==> src/rtl/led_pkg.sv <==
// Shared types and constants for the LED pattern sequencer.
// Mode encoding and switch field positions live here.
package led_pkg;

    typedef enum logic [1:0] {
        OFF   = 2'd0,
        ON    = 2'd1,
        BLINK = 2'd2,
        CHASE = 2'd3
    } mode_t;

    localparam int MODE_LSB = 0;
    localparam int RATE_LSB = 2;
    localparam int DIV_BASE_DEF = 20000000;

    function automatic int cnt_width(int base);
        return $clog2(base * 8);
    endfunction

endpackage

==> src/rtl/led_pattern_seq_if.sv <==
// Switch/LED bundle between the board pins and the sequencer.
// master drives switches and hold, slave drives the LEDs.
interface led_pattern_seq_if #(
    parameter int NUM_LED = 3
);
    logic [3:0]         s;
    logic               hold;
    logic [NUM_LED-1:0] led;
    logic               tick;

    modport master (
        output s,
        output hold,
        input  led,
        input  tick
    );

    modport slave (
        input  s,
        input  hold,
        output led,
        output tick
    );
endinterface

==> src/rtl/led_tick_gen.sv <==
// Shared prescaler: period DIV_BASE << rate, step strobe at P-1.
// tick is a combinational strobe; the top registers it.
module led_tick_gen
    import led_pkg::*;
#(
    parameter int DIV_BASE = DIV_BASE_DEF,
    parameter int CW       = cnt_width(DIV_BASE)
) (
    input  logic       clk,
    input  logic       reset_n,
    input  logic [1:0] rate,
    input  logic       clear,
    input  logic       hold,
    output logic       tick
);

    localparam logic [CW-1:0] BASE = CW'(DIV_BASE);

    logic [CW-1:0] cnt;
    logic [CW-1:0] last;
    logic          at_last;

    // x8 may wrap to 0 in CW bits; the -1 then lands on all-ones.
    assign last    = (BASE << rate) - CW'(1);
    assign at_last = (cnt == last);
    assign tick    = at_last & ~hold & ~clear;

    always_ff @(posedge clk or negedge reset_n) begin
        if (!reset_n) begin
            cnt <= '0;
        end else if (clear) begin
            cnt <= '0;
        end else if (!hold) begin
            if (at_last) begin
                cnt <= '0;
            end else begin
                cnt <= cnt + CW'(1);
            end
        end
    end

endmodule

==> src/rtl/led_pattern_seq.sv <==
// LED bank sequencer: switch sync, change detect, pattern FSM.
// All LED drive comes straight from flops.
module led_pattern_seq
    import led_pkg::*;
#(
    parameter int DIV_BASE    = DIV_BASE_DEF,
    parameter int NUM_LED     = 3,
    parameter int SYNC_STAGES = 2
) (
    input  logic              clk,
    input  logic              reset_n,
    led_pattern_seq_if.slave  bus
);

    localparam int CW = cnt_width(DIV_BASE);

    logic [SYNC_STAGES-1:0][3:0] sync_q;
    logic [3:0]                  sel_sync;
    logic [3:0]                  cur_sel;
    logic                        change;
    mode_t                       cur_mode;
    mode_t                       new_mode;
    logic [1:0]                  cur_rate;
    logic                        step;
    logic [NUM_LED-1:0]          led_q;
    logic                        tick_q;

    function automatic logic [NUM_LED-1:0] init_led(mode_t m);
        logic [NUM_LED-1:0] v;
        v = '0;
        unique case (m)
            OFF:   v = '0;
            ON:    v = '1;
            BLINK: v = '0;
            CHASE: v = NUM_LED'(1);
        endcase
        return v;
    endfunction

    always_ff @(posedge clk or negedge reset_n) begin
        if (!reset_n) begin
            sync_q <= '0;
        end else begin
            sync_q <= {sync_q[SYNC_STAGES-2:0], bus.s};
        end
    end

    assign sel_sync = sync_q[SYNC_STAGES-1];
    assign change   = (sel_sync != cur_sel);
    assign cur_mode = mode_t'(cur_sel[MODE_LSB +: 2]);
    assign new_mode = mode_t'(sel_sync[MODE_LSB +: 2]);
    assign cur_rate = cur_sel[RATE_LSB +: 2];

    always_ff @(posedge clk or negedge reset_n) begin
        if (!reset_n) begin
            cur_sel <= '0;
        end else if (change) begin
            cur_sel <= sel_sync;
        end
    end

    led_tick_gen #(
        .DIV_BASE (DIV_BASE),
        .CW       (CW)
    ) u_tick (
        .clk     (clk),
        .reset_n (reset_n),
        .rate    (cur_rate),
        .clear   (change),
        .hold    (bus.hold),
        .tick    (step)
    );

    // A selection change reinitialises the pattern even under hold.
    always_ff @(posedge clk or negedge reset_n) begin
        if (!reset_n) begin
            led_q  <= '0;
            tick_q <= 1'b0;
        end else begin
            tick_q <= step;
            if (change) begin
                led_q <= init_led(new_mode);
            end else if (step) begin
                unique case (cur_mode)
                    OFF:   led_q <= '0;
                    ON:    led_q <= '1;
                    BLINK: led_q <= ~led_q;
                    CHASE: led_q <= {led_q[NUM_LED-2:0],
                                     led_q[NUM_LED-1]};
                endcase
            end
        end
    end

    assign bus.led  = led_q;
    assign bus.tick = tick_q;

endmodule

==> src/flat_wrapper.sv <==
// flat-port wrapper written by rule: the top's interface ports become plain ports
module led_pattern_seq_flat import led_pkg::*;
#(
    parameter int DIV_BASE    = DIV_BASE_DEF,
    parameter int NUM_LED     = 3,
    parameter int SYNC_STAGES = 2
)
  (clk, reset_n, bus_s, bus_hold, bus_led, bus_tick);
  led_pattern_seq_if #(.NUM_LED(NUM_LED)) bus_i ();
  input  logic clk;
  input  logic reset_n;
  input wire logic [$bits(bus_i.s)-1:0] bus_s;
  input wire logic [$bits(bus_i.hold)-1:0] bus_hold;
  output wire logic [$bits(bus_i.led)-1:0] bus_led;
  output wire logic [$bits(bus_i.tick)-1:0] bus_tick;
  assign bus_i.s = bus_s;
  assign bus_i.hold = bus_hold;
  assign bus_led = bus_i.led;
  assign bus_tick = bus_i.tick;
  led_pattern_seq #(.DIV_BASE(DIV_BASE), .NUM_LED(NUM_LED), .SYNC_STAGES(SYNC_STAGES)) u_core (.clk(clk), .reset_n(reset_n), .bus(bus_i));
endmodule
==> config.mk <==
export PLATFORM = sky130hd
export DESIGN_NAME = led_pattern_seq_flat
export DESIGN_NICKNAME = d
export VERILOG_FILES = /design/src/rtl/led_pkg.sv /design/src/rtl/led_pattern_seq_if.sv /design/src/rtl/led_tick_gen.sv /design/src/rtl/led_pattern_seq.sv /design/src/flat_wrapper.sv
export SDC_FILE = /design/constraint.sdc
export NUM_CORES = 1
export LEC_CHECK = 0
export ABC_CLOCK_PERIOD_IN_PS = 6300
export CAP_MARGIN = 20
export CORE_MARGIN = 1
export CORE_UTILIZATION = 60
export CTS_CLUSTER_SIZE = 16
export DETAILED_ROUTE_END_ITERATION = 12
export GPL_TIMING_DRIVEN = 0
export PLACE_DENSITY = 0.76
export RECOVER_POWER = 25
export SLEW_MARGIN = 20
export SYNTH_ARGS = -nofsm -noshare
export SYNTH_HDL_FRONTEND = slang
export SYNTH_SLANG_ARGS = --single-unit
==> constraint.sdc <==
create_clock -name clk -period 6.3 [get_ports clk]
set_clock_uncertainty 0.2 [all_clocks]
set_input_delay 1.26 -clock clk [delete_from_list [all_inputs] [get_ports clk]]
set_output_delay 1.26 -clock clk [all_outputs]
set_load 0.005 [all_outputs]
**Word-level counts from Yosys, hierarchy flattened**

Cells that the tools add are included.

- $add $sub $neg: 2
- Equal/unequal tests: 9
- Shift operators: 1
- Multiplexer cells: 7
- Bitwise logic cells: 5
- Reduce and logical (&&, ||, !) cells: 4

Operators with widths:

| operator | count |
|---|---|
| $mux 28 | 3 |
| $add 28x1->28 const B | 1 |
| $eq 28x28->1 | 1 |
| $shl 25x2->28 const A | 1 |
| $sub 28x1->28 const B | 1 |
| $pmux 3 s4 | 1 |
| $pmux 3 s3 | 1 |
| $eq 2x2->1 const B | 4 |
| $mux 3 | 2 |
| $eq 2x1->1 const B | 2 |
| $logic_not 2->1 | 2 |
| $ne 4x4->1 | 1 |
| $not 3->3 | 1 |
| $and 1x1->1 | 2 |
| $ne 2x1->1 const B | 1 |
| $not 1->1 | 2 |
| $reduce_bool 2->1 | 1 |
| $reduce_or 2->1 | 1 |

- Register bits: 44
- Bits of input ports: 7
- Word-level logic and storage cells: 34

**Logic depth before layout (Yosys ltp)**

- Word-level depth: 7
- Mapped depth: 11

**Modules after synthesis**

Synthesis repeated with hierarchy kept, for this count alone.

- Cell total of the unflattened synthesis: 259
- Area total of the unflattened synthesis: 2501.1 um^2

Modules (own cells, without submodules):

| module | instances | cells each | area an instance (um^2) |
|---|---|---|---|
| led_tick_gen | 1 | 217 | 1901.8 |
| led_pattern_seq | 1 | 42 | 599.3 |

**Worst setup path after synthesis**

No wires, ideal clock.

- Path kind: reg-to-reg
- From: register u_core.cur_sel[2]
- To: register u_core.u_tick.cnt[21]
- Data arrival time: 2.374 ns
- Setup slack: 3.602 ns
- Cell stages (with the launch flop): 12
- Path through: dfrtp_1 inv_1 ha_1 inv_1 ha_1 xnor2_1 a211oi_1 and4_1 buf_2 buf_2 a21oi_1 o31a_1

- Cells in the longest elaborated chain, start to end: 6
- Elaborated cells on any way between the ends: 8
- Those cells by class: 1 x add/sub; 3 x eq/ne; 1 x shift; 3 x mux

Ends and longest elaborated chain:

| element | line | text |
|---|---|---|
| start, declared | led_pattern_seq.sv:19 | `logic [3:0] cur_sel;` |
| start signal, assigned | led_pattern_seq.sv:58 | `cur_sel <= sel_sync;` |
| $shl 25x2->28 | led_tick_gen.sv:24 | `assign last = (BASE << rate) - CW'(1);` |
| $sub 28x1->28 | led_tick_gen.sv:24 |  |
| $eq 28x28->1 | led_tick_gen.sv:25 | `assign at_last = (cnt == last);` |
| $mux 28 | led_tick_gen.sv:34 | `if (at_last) begin` |
| $mux 28 | led_tick_gen.sv:33 | `end else if (!hold) begin` |
| $mux 28 | led_tick_gen.sv:31 | `end else if (clear) begin` |
| end signal, assigned | led_tick_gen.sv:37 | `cnt <= cnt + CW'(1);` |
| end, declared | led_tick_gen.sv:19 | `logic [CW-1:0] cnt;` |

Several ways; a longest one is shown, not always the timed one. The select of a mux whose other input is x is not followed.
A chain may end at the register's enable or synchronous reset.

**Worst setup path in the final report**

- From: register u_core.cur_sel[3]
- To: register u_core.u_tick.cnt[21]

Same word-level chain as after synthesis.

==> summary.md <==
| Metric | Value |
|---|---|
| Routed length per instance | about 19 um |
| WS Path Type | flip-flop to flip-flop |
| Die Y-Extent | between 60 and 70 um |
| Leakage | about 1.2 nW |
| Final ANT Viol Nets | 0 |
| Core area | roughly 0.0044 sq mm |
| Post-Syn Area per Cell | between 9 and 10 sq um |
| Hold path endpoint | u_core.sel_sync[1] |
| CTS Buf Count | 5 |
| Reg2Reg Capture Point | u_core.u_tick.cnt[21] |
| GR Util All Layers | a little under a third |
| Maximum vdd drop | between 100 and 150 uV |
| RSZ-0062 raised after global routing | false |
| Vias in the first global route | around 2300 |
| EDFF count, synth | 0 |
| Root buf cell | clkbuf_8 |
| Placer congestion estimate | 0.941 |
| Crit path cell chain | inv_1, ha_1, inv_1, ha_1, xnor2_1, a211oi_1, and4_1, buf_2, buf_2, a21oi_1, o31a_1 |
| Worst-Skew Late Latency | roughly 0.3 ns |
| Max Buffers Root-to-Sink | 2 |
| Gr ovfl total | 0 |
| Crit Path Max Fanout | 10 |
| Synthesis warning total | 0 |
| Max transition margin | between 20 and 30% |
| First-pass GRT wire length | about 12000 um |
| Final #Nets | around 330 |
| Cell count after synthesis | about 290 |
| ANT cells | 0 |
| Clock transition at path regs | ~0.090 ns |
| Antenna violations before repair | 0 |
| CTS resizes | 0 |
| MaxCap Viol Count | 0 |
| Max-slew violations | 0 |
| DR iter-0 viols | approximately 320 |
| Hold path depth | 0 |
| Final Hold Fails | 0 |
| Psw | 131 uW |
| Register-to-register setup slack | ~3.0 ns |
| Top post-synthesis cells by area | dfrtp_1, a221o_1, ha_1 |
| DR pass1 iterations | 4 |
| Max incr delay on CP | 0.48 ns |
| Post-Syn Nets | roughly 310 |
| Post-synthesis sequential area ratio | roughly 40% |
| Reg2Reg Launch Point | u_core.cur_sel[3] |
| Count of input and output buffers | 9 |
| Sw frac | 22.7% |
| Flops & latches, synth | 44 |
| H-tree depth | 2 |
| Die footprint | a little under 0.005 sq mm |
| Layout cells sized above 1 | between 8 and 9% |
| # DRC | 0 |
| Clock power share | 41.2% |
| Crit path buffers/inverters | 4 |
| Hold bufs inserted after CTS | 0 |
| Post-route minimum period | around 3.3 ns |
| Placed cell area | about 0.0029 sq mm |
| Cell taking the most area after synthesis | dfrtp_1 |
| Min-Delay Startpoint | u_core.sync_q[1] |
| Initial Util | a little over three fifths |
| Fin util | a little over two thirds |
| Vias | 2467 |
| Asr flop ratio synth | 100% |
| Tightest Pin Transition | about 1.1 ns |
| Synth top area share | between 40% and 50% |
| CP top delay family | compound AO/OA/AOI/OAI gates |
| WL final | about 6900 um |
| Largest net degree at the start of global routing | 28 |
| Io pins | 11 |
| Sum Neg Setup Slack | 0 ns |
| Outcome | completed |
| Non-filler cells, final | 362 |
| Cell Area, Synth | 0.00273 sq mm |
| Final Cycle Share | between 50 and 60% |
| R2R depth | 11 |
| Primary FF master, synth | dfrtp_1 |
| CTS tree | built |
| Die width | between 60 and 70 um |
| Post-DR vias/cell | about 6.8 |
| CP max stage cell | dfrtp_1 |
| Endpoint class of the critical path | flip-flop |
| Synth-to-layout area growth | 10.8% |
| CP Launch Type | flip-flop |
| Final Setup Violations | 0 |
| Power per Cell Area | roughly 190 mW/mm^2 |
| Worst EP required | 6.28 ns |
| Hold Path Class | flip-flop to flip-flop |
| Dpl cells | 354 |
| Postcts setup bufs | 0 |
| # rows | 24 |
| Clk sinks | 44 |
| Pint | between 400 and 500 uW |
| Cell variety after synth | 48 |
| Post-DP HPWL | between 4000 and 5000 um |
| Fin area | 0.00302 sq mm |
| Comb power frac | 8.1% |
| Critical Path AT | roughly 3.3 ns |
| Fillers | around 340 |
| Max frequency | about 0.30 GHz |
| Hold_ws | between 0.15 and 0.2 ns |
| Reg power frac | between 50% and 60% |
[per-stage QoR]
stage	power [mW]	setup slack, ns
2_1_floorplan	0.323	3.60
5_1_grt	0.592	2.91
3_5_place_dp	0.345	3.20
6_report	0.578	3.00
4_1_cts	0.578	3.08
3_3_place_gp	0.342	2.63
[state kept, by name (all words and copies together) (netlist names)]
name and count:
u_core.u_tick.cnt 28, u_core.cur_sel 4, u_core.sel_sync 4, u_core.sync_q 4
u_core.bus.led 3, u_core.bus.tick 1
[kinds of logic (layout without fill, tap and decap cells)]
family,count (synthesis),count (layout),share of synthesized area (%)
AND/OR/NAND/NOR,113,113,23.3
AO/OA/AOI/OAI,77,77,21.2
flip-flops,44,44,40.4
buffers and inverters,33,51,5.69
XOR/XNOR,14,14,4.50
adder cells (fa/ha/maj),9,9,4.13
multiplexers,2,2,0.781
[power by group through the flow]
stage / combinational, mW / clock, mW / sequential (mW)
2_1_floorplan: 0.0258 / 0 / 0.297
3_3_place_gp: 0.0441 / 0 / 0.298
3_5_place_dp: 0.0465 / 0 / 0.298
4_1_cts: 0.0469 / 0.239 / 0.292
5_1_grt: 0.0519 / 0.246 / 0.293
6_report: 0.0470 / 0.238 / 0.293
[layer usage]
| layer | wire (um) | GRT usage (%) |
|---|---|---|
| met1 | 3170 | 43.9 |
| met2 | 3130 | 45.7 |
| met3 | 451 | 5.67 |
| met4 | 168 | 10.2 |
| met5 | 0 | 0 |
[cell usage in the layout, fill, tap and decap left out, types with 6 or more instances in the layout]
| cell | n |
|---|---|
| nor2_1 | 11 |
| xor2_1 | 6 |
| and2_1 | 6 |
| buf_2 | 7 |
| inv_1 | 9 |
| nor4_1 | 7 |
| clkbuf_8 | 7 |
| dfrtp_1 | 44 |
| xnor2_1 | 8 |
| o211ai_1 | 6 |
| ha_1 | 9 |
| o311ai_0 | 6 |
| clkbuf_1 | 13 |
| nand4_1 | 14 |
| clkdlybuf4s50_1 | 8 |
| nand2_1 | 20 |
| a221o_1 | 16 |
| a21oi_1 | 22 |
| nand3_1 | 14 |
| nor3_1 | 8 |
| a31oi_1 | 6 |
[worst max path at each step]
stage / startpoint / end / slack, ns / cells after the start
2_1_floorplan: u_core.cur_sel[2] / u_core.u_tick.cnt[21] / 3.60 / 11
3_3_place_gp: reset_n / u_core.u_tick.cnt[5] / 2.63 / 1
6_report: u_core.cur_sel[3] / u_core.u_tick.cnt[21] / 3.00 / 11
3_5_place_dp: u_core.cur_sel[3] / u_core.u_tick.cnt[26] / 3.20 / 11
4_1_cts: u_core.cur_sel[3] / u_core.u_tick.cnt[26] / 3.08 / 11
5_1_grt: u_core.cur_sel[2] / u_core.u_tick.cnt[26] / 2.91 / 11
[synthesized netlist by cell type (2+ instances only)]
cell	n
buf_2	7
and4_1	5
nand4_1	14
or3_1	5
a21o_1	2
nor4_1	7
buf_6	2
a31oi_1	6
or4_1	4
or2_2	2
o211ai_1	6
nor2_1	11
nand2b_1	3
a21oi_1	22
nand3_1	14
and3_1	4
o311ai_0	6
nor3_1	8
a211o_1	2
nor2b_1	5
o21ai_0	4
a221o_1	16
xor2_1	6
buf_4	2
a211oi_1	4
nand2_1	20
clkbuf_1	12
dfrtp_1	44
and2_1	6
xnor2_1	8
inv_1	9
ha_1	9
nor4bb_1	2
[area by class of cell]
| class | instances | area [sq um] | share of cell area, % |
|---|---|---|---|
| Buffer | 24 | 121 | 4.02 |
| Clock buffer | 7 | 96.3 | 3.19 |
| Clock inverter | 1 | 30.0 | 0.994 |
| Inverter | 9 | 33.8 | 1.12 |
| Multi-Input combinational cell | 215 | 1470 | 48.6 |
| Sequential cell | 44 | 1100 | 36.5 |
| Tap cell | 52 | 65.1 | 2.15 |
| Timing Repair Buffer | 10 | 104 | 3.44 |
[worst register-to-register path, stage by stage (launching register included)]
cell	delay, ns
dfrtp_1	0.48
inv_1	0.19
ha_1	0.27
inv_1	0.06
ha_1	0.32
xnor2_1	0.14
a211oi_1	0.40
and4_1	0.26
buf_2	0.17
buf_2	0.27
a21oi_1	0.12
o31a_1	0.30
No activity file was read; power rests on OpenSTA's default activity.
